--- config.mk ---
export PLATFORM = sky130hd
export DESIGN_NAME = led_blink_sched
export DESIGN_NICKNAME = d
export VERILOG_FILES = /design/src/rtl/led_blink_sched.sv
export SDC_FILE = /design/constraint.sdc
export NUM_CORES = 1
export LEC_CHECK = 0
export CAP_MARGIN = 20
export CORE_MARGIN = 2
export CORE_UTILIZATION = 40
export CTS_BUF_LIST = sky130_fd_sc_hd__clkbuf_16
export DETAILED_ROUTE_END_ITERATION = 10
export PLACE_DENSITY = 0.65
export SYNTH_ARGS = -nofsm -noshare
export SYNTH_HDL_FRONTEND = slang
export SYNTH_SLANG_ARGS = --single-unit
--- constraint.sdc ---
create_clock -name i_clk -period 7.4 [get_ports i_clk]
set_clock_uncertainty 0.15 [all_clocks]
set_input_delay 1.48 -clock i_clk [delete_from_list [all_inputs] [get_ports i_clk]]
set_output_delay 1.48 -clock i_clk [all_outputs]
set_load 0.01 [all_outputs]
--- src/rtl/led_blink_sched.sv ---
// rtl/led_blink_sched.sv - shared-prescaler round-robin LED blink scheduler
//
// One prescaler produces a tick every DIV = CLOCK_HZ/TICK_HZ cycles. After each
// tick, a single decrement datapath visits channels 0..NCH-1, one per cycle.
// An enabled channel with half-period P toggles its LED once every P ticks.
//
// Optional feature: define SYNC_RESTART_EN to add i_sync, which (in IDLE)
// restarts the prescaler, reloads every channel's phase and clears all LEDs.
//
// Ports:
//   i_clk, i_reset       clock, asynchronous active-high reset
//   i_cfg_valid/ready    config write handshake (accepted only in IDLE)
//   i_cfg_ch             channel to configure
//   i_cfg_period         half-period in ticks (0 = frozen)
//   i_cfg_enable         channel enable
//   i_sync               phase restart request (SYNC_RESTART_EN only)
//   o_led                registered LED outputs
//   o_tick               registered one-cycle prescaler pulse
//   o_busy               high during the NCH-cycle scan

module led_blink_sched #(
    parameter int CLOCK_HZ = 50_000_000,
    parameter int TICK_HZ  = 1000,
    parameter int NCH      = 4,
    parameter int PWIDTH   = 16
) (
    input  logic                    i_clk,
    input  logic                    i_reset,
    input  logic                    i_cfg_valid,
    output logic                    o_cfg_ready,
    input  logic [$clog2(NCH)-1:0]  i_cfg_ch,
    input  logic [PWIDTH-1:0]       i_cfg_period,
    input  logic                    i_cfg_enable,
`ifdef SYNC_RESTART_EN
    input  logic                    i_sync,
`endif
    output logic [NCH-1:0]          o_led,
    output logic                    o_tick,
    output logic                    o_busy
);

    localparam int DIV = CLOCK_HZ / TICK_HZ;
    localparam int CW  = (DIV > 1) ? $clog2(DIV) : 1;
    localparam int IW  = $clog2(NCH);

    localparam logic [CW-1:0] CNT_LAST = CW'(DIV - 1);
    localparam logic [IW-1:0] IDX_LAST = IW'(NCH - 1);

    // A scan must finish before the next tick arrives.
    if (DIV < NCH + 2) begin : g_div_check
        $error("led_blink_sched: CLOCK_HZ/TICK_HZ must be >= NCH+2");
    end

    if (NCH < 2 || NCH > 16 || (NCH & (NCH - 1)) != 0) begin : g_nch_check
        $error("led_blink_sched: NCH must be a power of two in 2..16");
    end

    typedef enum logic {S_IDLE, S_SCAN} state_t;

    state_t             state;
    logic [CW-1:0]      cnt;
    logic [IW-1:0]      idx;
    logic [PWIDTH-1:0]  period_q [NCH];
    logic [PWIDTH-1:0]  remain_q [NCH];
    logic [NCH-1:0]     enable_q;
    logic               sync_req;
    logic               wr_fire;

`ifdef SYNC_RESTART_EN
    assign sync_req = i_sync && !o_busy;
`else
    assign sync_req = 1'b0;
`endif

    // Ready follows the registered busy flag; it is forced low during reset
    // and during a sync restart so no write can race those.
    assign o_cfg_ready = !o_busy && !i_reset && !sync_req;
    assign wr_fire     = i_cfg_valid && o_cfg_ready;

    // Reload value for a fresh phase: period-1, clamped at 0.
    function automatic logic [PWIDTH-1:0] reload(input logic [PWIDTH-1:0] p);
        return (p == '0) ? '0 : p - 1'b1;
    endfunction

    always_ff @(posedge i_clk or posedge i_reset) begin
        if (i_reset) begin
            state    <= S_IDLE;
            cnt      <= '0;
            idx      <= '0;
            enable_q <= '0;
            o_led    <= '0;
            o_tick   <= 1'b0;
            o_busy   <= 1'b0;
            for (int k = 0; k < NCH; k++) begin
                period_q[k] <= '0;
                remain_q[k] <= '0;
            end
        end else begin
            // Prescaler: the tick register goes high the cycle after the
            // count reaches DIV-1.
            if (sync_req) begin
                cnt    <= '0;
                o_tick <= 1'b0;
            end else begin
                o_tick <= (cnt == CNT_LAST);
                cnt    <= (cnt == CNT_LAST) ? '0 : cnt + 1'b1;
            end

            case (state)
                S_IDLE: begin
                    if (sync_req) begin
                        o_led <= '0;
                        for (int k = 0; k < NCH; k++) begin
                            remain_q[k] <= reload(period_q[k]);
                        end
                    end else if (wr_fire) begin
                        period_q[i_cfg_ch] <= i_cfg_period;
                        remain_q[i_cfg_ch] <= reload(i_cfg_period);
                        enable_q[i_cfg_ch] <= i_cfg_enable;
                        o_led[i_cfg_ch]    <= 1'b0;
                    end
                    // A write in the tick cycle lands first, so the scan
                    // that follows already sees it.
                    if (o_tick) begin
                        state  <= S_SCAN;
                        o_busy <= 1'b1;
                        idx    <= '0;
                    end
                end

                S_SCAN: begin
                    if (enable_q[idx] && period_q[idx] != '0) begin
                        if (remain_q[idx] == '0) begin
                            o_led[idx]    <= ~o_led[idx];
                            remain_q[idx] <= period_q[idx] - 1'b1;
                        end else begin
                            remain_q[idx] <= remain_q[idx] - 1'b1;
                        end
                    end
                    // NCH is a power of two, so idx wraps back to 0 here.
                    idx <= idx + 1'b1;
                    if (idx == IDX_LAST) begin
                        state  <= S_IDLE;
                        o_busy <= 1'b0;
                    end
                end

                default: begin
                    state  <= S_IDLE;
                    o_busy <= 1'b0;
                end
            endcase
        end
    end

endmodule
==> results.sh, run 1 <==
export IMPL_grt_usage_pct=21.9
export IMPL_hold_buffers=0
export IMPL_synth_cell_type_count=70
export IMPL_hp_class="reg -> reg"
export IMPL_async_flop_share_pct=100
export IMPL_hpwl_mm=16.7
export IMPL_ys_ff_latch=157
export IMPL_ios=29
export IMPL_pwr_share_seq_pct=43.9
export IMPL_fin_nets=928
export IMPL_reg2reg_slack_ns=2.96
export IMPL_die_w_um=153
export IMPL_worstMarginPinSlew_ns=1.05
export IMPL_yosysTopAreaCell="dfrtp_1"
export IMPL_fillers=2051
export IMPL_power_switching_uw=745
export IMPL_setup_tns_ns=0
export IMPL_reg2reg_depth=7
export IMPL_worstSetupPathType="reg -> reg"
export IMPL_synth_adder_area_share_pct=1.41
export IMPL_routed_wl_mm=24.9
export IMPL_clock_fmax_mhz=225
export IMPL_first_iter_violations=882
export IMPL_final_area_um2=9950
export IMPL_syn_cell_area_um2=8870
export IMPL_die_h_um=153
export IMPL_core_um2=21800
export IMPL_slew_headroom_pct=30.0
export IMPL_synth_top_family_by_area="simple AND/OR/NAND/NOR gates"
export IMPL_setup_violations=0
export IMPL_ys_flop_type="dfrtp_1"
export IMPL_vdd_ir_drop_max_v=0.000172
export IMPL_switching_share_pct=30.2
export IMPL_antenna_found_initial=0
export IMPL_synth_most_common_cell="nand2_1"
export IMPL_regArea_um2=3930
export IMPL_finalCritPeriodShare_pct=60.0
export IMPL_cp_start_kind="flop"
export IMPL_antenna_cells=0
export IMPL_power_density_nw_per_um2=248
export IMPL_synthesis_nets=923
export IMPL_hold_viol=0
export IMPL_worstSetupEndpointType="flop"
export IMPL_cts_root_buf="clkbuf_16"
export IMPL_status="finished, final reports clean"
export IMPL_place_area_um2=9350
export IMPL_post_cts_buffers=0
export IMPL_clk_path_buf_depth=2
export IMPL_synth_edff_count=0
export IMPL_pre_cts_slack_ns=2.87
export IMPL_final_layout_size_suffix_gt1_share_pct=13.4
export IMPL_rsz0062_at_grt="no"
export IMPL_htreeDepth=4
export IMPL_initial_utilization_pct=40.6
export IMPL_required_ns=7.62
export IMPL_cts_num_sinks=157
export IMPL_slew_viol_final=0
export IMPL_synth_cells=891
export IMPL_cts_buffers_inserted=17
export IMPL_cts_resized=0
export IMPL_synth_compound_area_share_pct=11.8
export IMPL_clk_pin_slew_ns=0.06
export IMPL_arrival_ns=4.66
export IMPL_cp_endpoint="remain_q[40]"
export IMPL_post_route_min_period_ns=4.44
export IMPL_insertion_delay_ns=0.43
export IMPL_drc_errors=0
export IMPL_p_leak_nw=4.10
export IMPL_grt_max_degree=114
export IMPL_gr_total_overflow=0
export IMPL_viasPerCell=6.03
export IMPL_wl_per_cell_um=20.9
export IMPL_grt_pass1_vias=6988
export IMPL_p_comb_share_pct=21.0
export IMPL_cts_tree="built"
export IMPL_cap_violations=0
export IMPL_synth_top_cells_by_count="190 x nand2_1, 157 x dfrtp_1, 50 x nor2_1, 38 x clkbuf_1, 37 x o21ai_0"
export IMPL_p_int_mw=1.72
export IMPL_power_share_clock_pct=35.1
export IMPL_die_area_um2=23400
export IMPL_rr_startpoint="idx[0]"
export IMPL_multi_input_area_um2=4630
export IMPL_ys_seq_area_share_pct=44.3
export IMPL_synth_area_per_cell_um2=9.95
export IMPL_timing_rr_end="remain_q[40]"
export IMPL_globalplace_congestion=0.902
export IMPL_yosys_area_share_simple_pct=22.7
export IMPL_synth_area_leaders="dfrtp_1 44%, mux4_2 8.1%, nand2_1 8.0%"
export IMPL_placementRows=54
export IMPL_grt_pass1_wl_mm=40.3
export IMPL_synthXorXnorAreaFrac_pct=4.25
export IMPL_dr_pass1_iters=5
export IMPL_synthMuxAreaShare_pct=11.9
export IMPL_critPathMaxFanout=24
export IMPL_layout_setup_ws_ns=2.96
export IMPL_yosysWarningCount=0
export IMPL_io_buffers=28
export IMPL_synth_top_area_share_pct=44.3
export IMPL_crit_path_start="idx[0]"
export IMPL_vias=7175
export IMPL_ant_nets=0
export IMPL_area_growth_pct=12.2
-- critical path: stages, from the launching register on --
cell	delay [ns]
dfrtp_2	0.93
buf_4	0.46
mux4_2	0.64
nor4_2	0.45
nand4_2	0.34
nand4_1	0.77
and2_1	0.41
a221o_1	0.20
-- cells in the final DEF, fill, tap and decap left out, drive strengths merged, types with 7 or more instances in the layout --
cell           instances
nor4                  15
a21oi                 14
a221o                 22
buf                   14
inv                   16
xnor2                 27
nand3                 35
mux4                  34
and2                  10
dfrtp                157
nand4                 15
o21ai                 41
o211ai                21
nor3                  32
clkbuf                17
mux2                  18
a31oi                  7
clkdlybuf4s50         28
nand2                192
or4                    7
o31ai                  8
mux2i                  8
xor2                  16
nor2                  51
or3                   10
ha                    10
-- state kept, by name (all words and copies together), names as in the netlist --
| register | cells |
|---|---|
| period_q | 64 |
| idx | 2 |
| o_tick | 1 |
| o_led | 4 |
| remain_q | 64 |
| cnt | 16 |
| state | 1 |
| enable_q | 4 |
| o_busy | 1 |
-- kinds of logic after synthesis --
family | after synthesis
mux | 60
fa+ha+maj | 10
xor+xnor | 43
compound gates | 144
simple gates | 408
flops | 157
buf+inv | 69
-- how the worst min path moves through the flow --
stage                 startpoint      endpoint  cells after the start
floorplan            enable_q[2]   enable_q[2]                      2
global placement    period_q[59]  period_q[59]                      2
detailed placement  period_q[31]  period_q[31]                      2
CTS                 period_q[31]  period_q[31]                      2
global route              cnt[0]        cnt[0]                      1
finish                    cnt[0]        cnt[0]                      1
-- layout make-up --
type,count,share of cell area [%]
well taps,280,3.52
flip-flops and latches,157,39.5
repair buffers,42,4.07
clock buffers,17,4.28
clock inverters,15,1.50
multi-input cells,665,46.6
inverters,13,0.541
-- power by group through the flow --
stage	clock (mW)	combinational [mW]	sequential, mW
6_report	0.865	0.517	1.08
5_1_grt	0.919	0.571	1.10
4_1_cts	0.879	0.512	1.08
3_5_place_dp	0	0.512	1.09
3_3_place_gp	0	0.502	1.09
2_1_floorplan	0	0.389	1.07
-- through the flow --
stage               util, %  hold WS [ns]  power [mW]  cells
finish                 45.6         0.323        2.46   1189
global route           45.6         0.337        2.59   1189
CTS                    45.5         0.326        2.47   1188
detailed placement     42.8         0.310        1.60   1156
global placement       42.8         0.304        1.59   1156
floorplan                 -         0.290        1.46    891
-- routing by layer --
metal,up-vias,GRT usage (%),share of wire [%]
met1,3562,30.8,43
li1,3247,-,-
met2,309,34.3,47
met4,0,8.38,3.2
met5,-,0,0
met3,57,3.57,7.1
(Power assumes the default switching activity.)
==> run 2: changes to the inputs <==
Clock period 7.4 ns to 4.5 ns, I/O delays scaled along.
==> run 2 against run 1 <==
Against the previous run: final area grew 0.99%; combinational power grew 68%; clock-buffer cell count is the same; core utilization grew 0.45 points.
==> results.sh, run 2 (same netlist as run 1, synthesis figures left out) <==
export IMPL_status="finished, final reports clean"
export IMPL_drc_errors=0
export IMPL_reg2reg_depth=7
export IMPL_grt_pass1_wl_mm=39.9
export IMPL_htreeDepth=4
export IMPL_final_layout_size_suffix_gt1_share_pct=14.9
export IMPL_hold_buffers=0
export IMPL_worstSetupPathType="reg -> reg"
export IMPL_setup_violations=0
export IMPL_fillers=2045
export IMPL_wl_per_cell_um=20.7
export IMPL_hold_viol=0
export IMPL_antenna_found_initial=0
export IMPL_antenna_cells=0
export IMPL_crit_family="simple AND/OR/NAND/NOR gates"
export IMPL_clk_pin_slew_ns=0.07
export IMPL_cap_violations=0
export IMPL_grt_usage_pct=21.8
export IMPL_area_growth_pct=13.3
export IMPL_routed_wl_mm=25.0
export IMPL_dp_cells=1173
export IMPL_setup_tns_ns=0
export IMPL_critPathMaxFanout=17
export IMPL_core_um2=21800
export IMPL_insertion_delay_ns=0.43
export IMPL_p_leak_nw=4.18
export IMPL_worstMarginPinSlew_ns=0.960
export IMPL_required_ns=4.72
export IMPL_rsz0062_at_grt="no"
export IMPL_worstHoldStart="period_q[50]"
export IMPL_ant_nets=0
export IMPL_timing_rr_end="remain_q[40]"
export IMPL_clock_fmax_mhz=256
export IMPL_arrival_ns=4.12
export IMPL_dr_pass1_iters=6
export IMPL_post_route_min_period_ns=3.90
export IMPL_grt_max_degree=94
export IMPL_hpwl_mm=17.3
export IMPL_stdcell_count=1205
export IMPL_reg_largest_list="period_q x64, remain_q x64, cnt x16"
export IMPL_io_buffers=28
export IMPL_cts_root_buf="clkbuf_16"
export IMPL_holdPathEnd="period_q[50]"
export IMPL_slew_headroom_pct=36.0
export IMPL_post_cts_buffers=0
export IMPL_crit_chain="buf_4 > mux4_2 > or4_4 > or3_1 > nor2_8 > mux2i_1 > a221o_1"
export IMPL_final_cell_mix="190 x nand2_1, 155 x dfrtp_1, 46 x nor2_1, 37 x o21ai_0, 35 x nand3_1"
export IMPL_initial_utilization_pct=40.6
export IMPL_cts_resized=0
export IMPL_die_area_um2=23400
export IMPL_cts_buffers_inserted=17
export IMPL_hp_class="reg -> reg"
export IMPL_finalCritPeriodShare_pct=86.7
export IMPL_grt_pass1_vias=6945
export IMPL_hold_depth=2
export IMPL_slew_viol_final=0
export IMPL_final_common_cell="nand2_1"
export IMPL_viasPerCell=5.98
export IMPL_die_w_um=153
export IMPL_die_h_um=153
export IMPL_globalplace_congestion=0.908
export IMPL_gr_total_overflow=0
export IMPL_crit_buf_inv=1
export IMPL_cts_tree="built"
export IMPL_cp_start_kind="flop"
export IMPL_cp_slowest_cell="dfrtp_2"
export IMPL_cp_slowest_stage_delay_ns=0.79
export IMPL_rr_startpoint="idx[0]"
export IMPL_power_density_nw_per_um2=403
export IMPL_fin_nets=944
export IMPL_first_iter_violations=717
export IMPL_reg2reg_slack_ns=0.60
export IMPL_clk_path_buf_depth=2
export IMPL_ios=29
export IMPL_vias=7207
export IMPL_cts_num_sinks=157
export IMPL_placementRows=54
export IMPL_worstSetupEndpointType="flop"
export IMPL_vdd_ir_drop_max_v=0.000259
==> run 2: worst max path at each step <==
stage,start,to,slack (ns),cells after the start
3_3_place_gp,i_cfg_period[10],remain_q[15],0.51,7
2_1_floorplan,idx[0],remain_q[24],1.05,12
6_report,idx[0],remain_q[40],0.60,7
3_5_place_dp,i_cfg_period[10],remain_q[15],0.51,7
5_1_grt,idx[0],remain_q[40],0.42,7
4_1_cts,idx[0],remain_q[40],0.59,7
==> run 2: worst min-delay path, cell delays in order, from the launching register on <==
cell and delay (ns):
dfrtp_1 0.34, nand2_1 0.05, nand2_1 0.06
==> run 2: metrics by stage <==
step / cell area, µm² / hold slack (ns) / util (%) / worst slack, ns / power [mW]
after floorplan: 8870 / 0.290 / - / 1.05 / 2.39
final: 10000 / 0.326 / 46.0 / 0.599 / 4.05
after detailed placement: 9490 / 0.311 / 43.5 / 0.508 / 2.65
after global placement: 9490 / 0.305 / 43.5 / 0.512 / 2.63
after CTS: 10000 / 0.326 / 46.0 / 0.590 / 4.05
after global routing: 10000 / 0.341 / 46.0 / 0.420 / 4.24
==> run 2: area by class of cell <==
class / instances / area, µm² / share of cell area (%)
Tap cell: 280 / 350 / 3.49
Clock buffer: 17 / 425 / 4.23
Sequential cell: 157 / 3930 / 39.1
Multi-Input combinational cell: 665 / 4630 / 46.1
Timing Repair Buffer: 58 / 518 / 5.16
Inverter: 13 / 52.6 / 0.523
Clock inverter: 15 / 136 / 1.36
==> run 2: where the power goes <==
group          switching [mW]  internal, mW  total [mW]
Sequential              0.130          1.65        1.78
Combinational           0.492         0.375       0.867
Clock                   0.634         0.772        1.41
Total                    1.26          2.79        4.05
==> run 2: layer usage <==
layer	up-vias	track usage, %	part of all wire, %
li1	3285	-	-
met1	3571	30.4	44
met2	308	34.3	47
met3	43	4.28	6.7
met4	0	7.23	2.6
met5	-	0	0
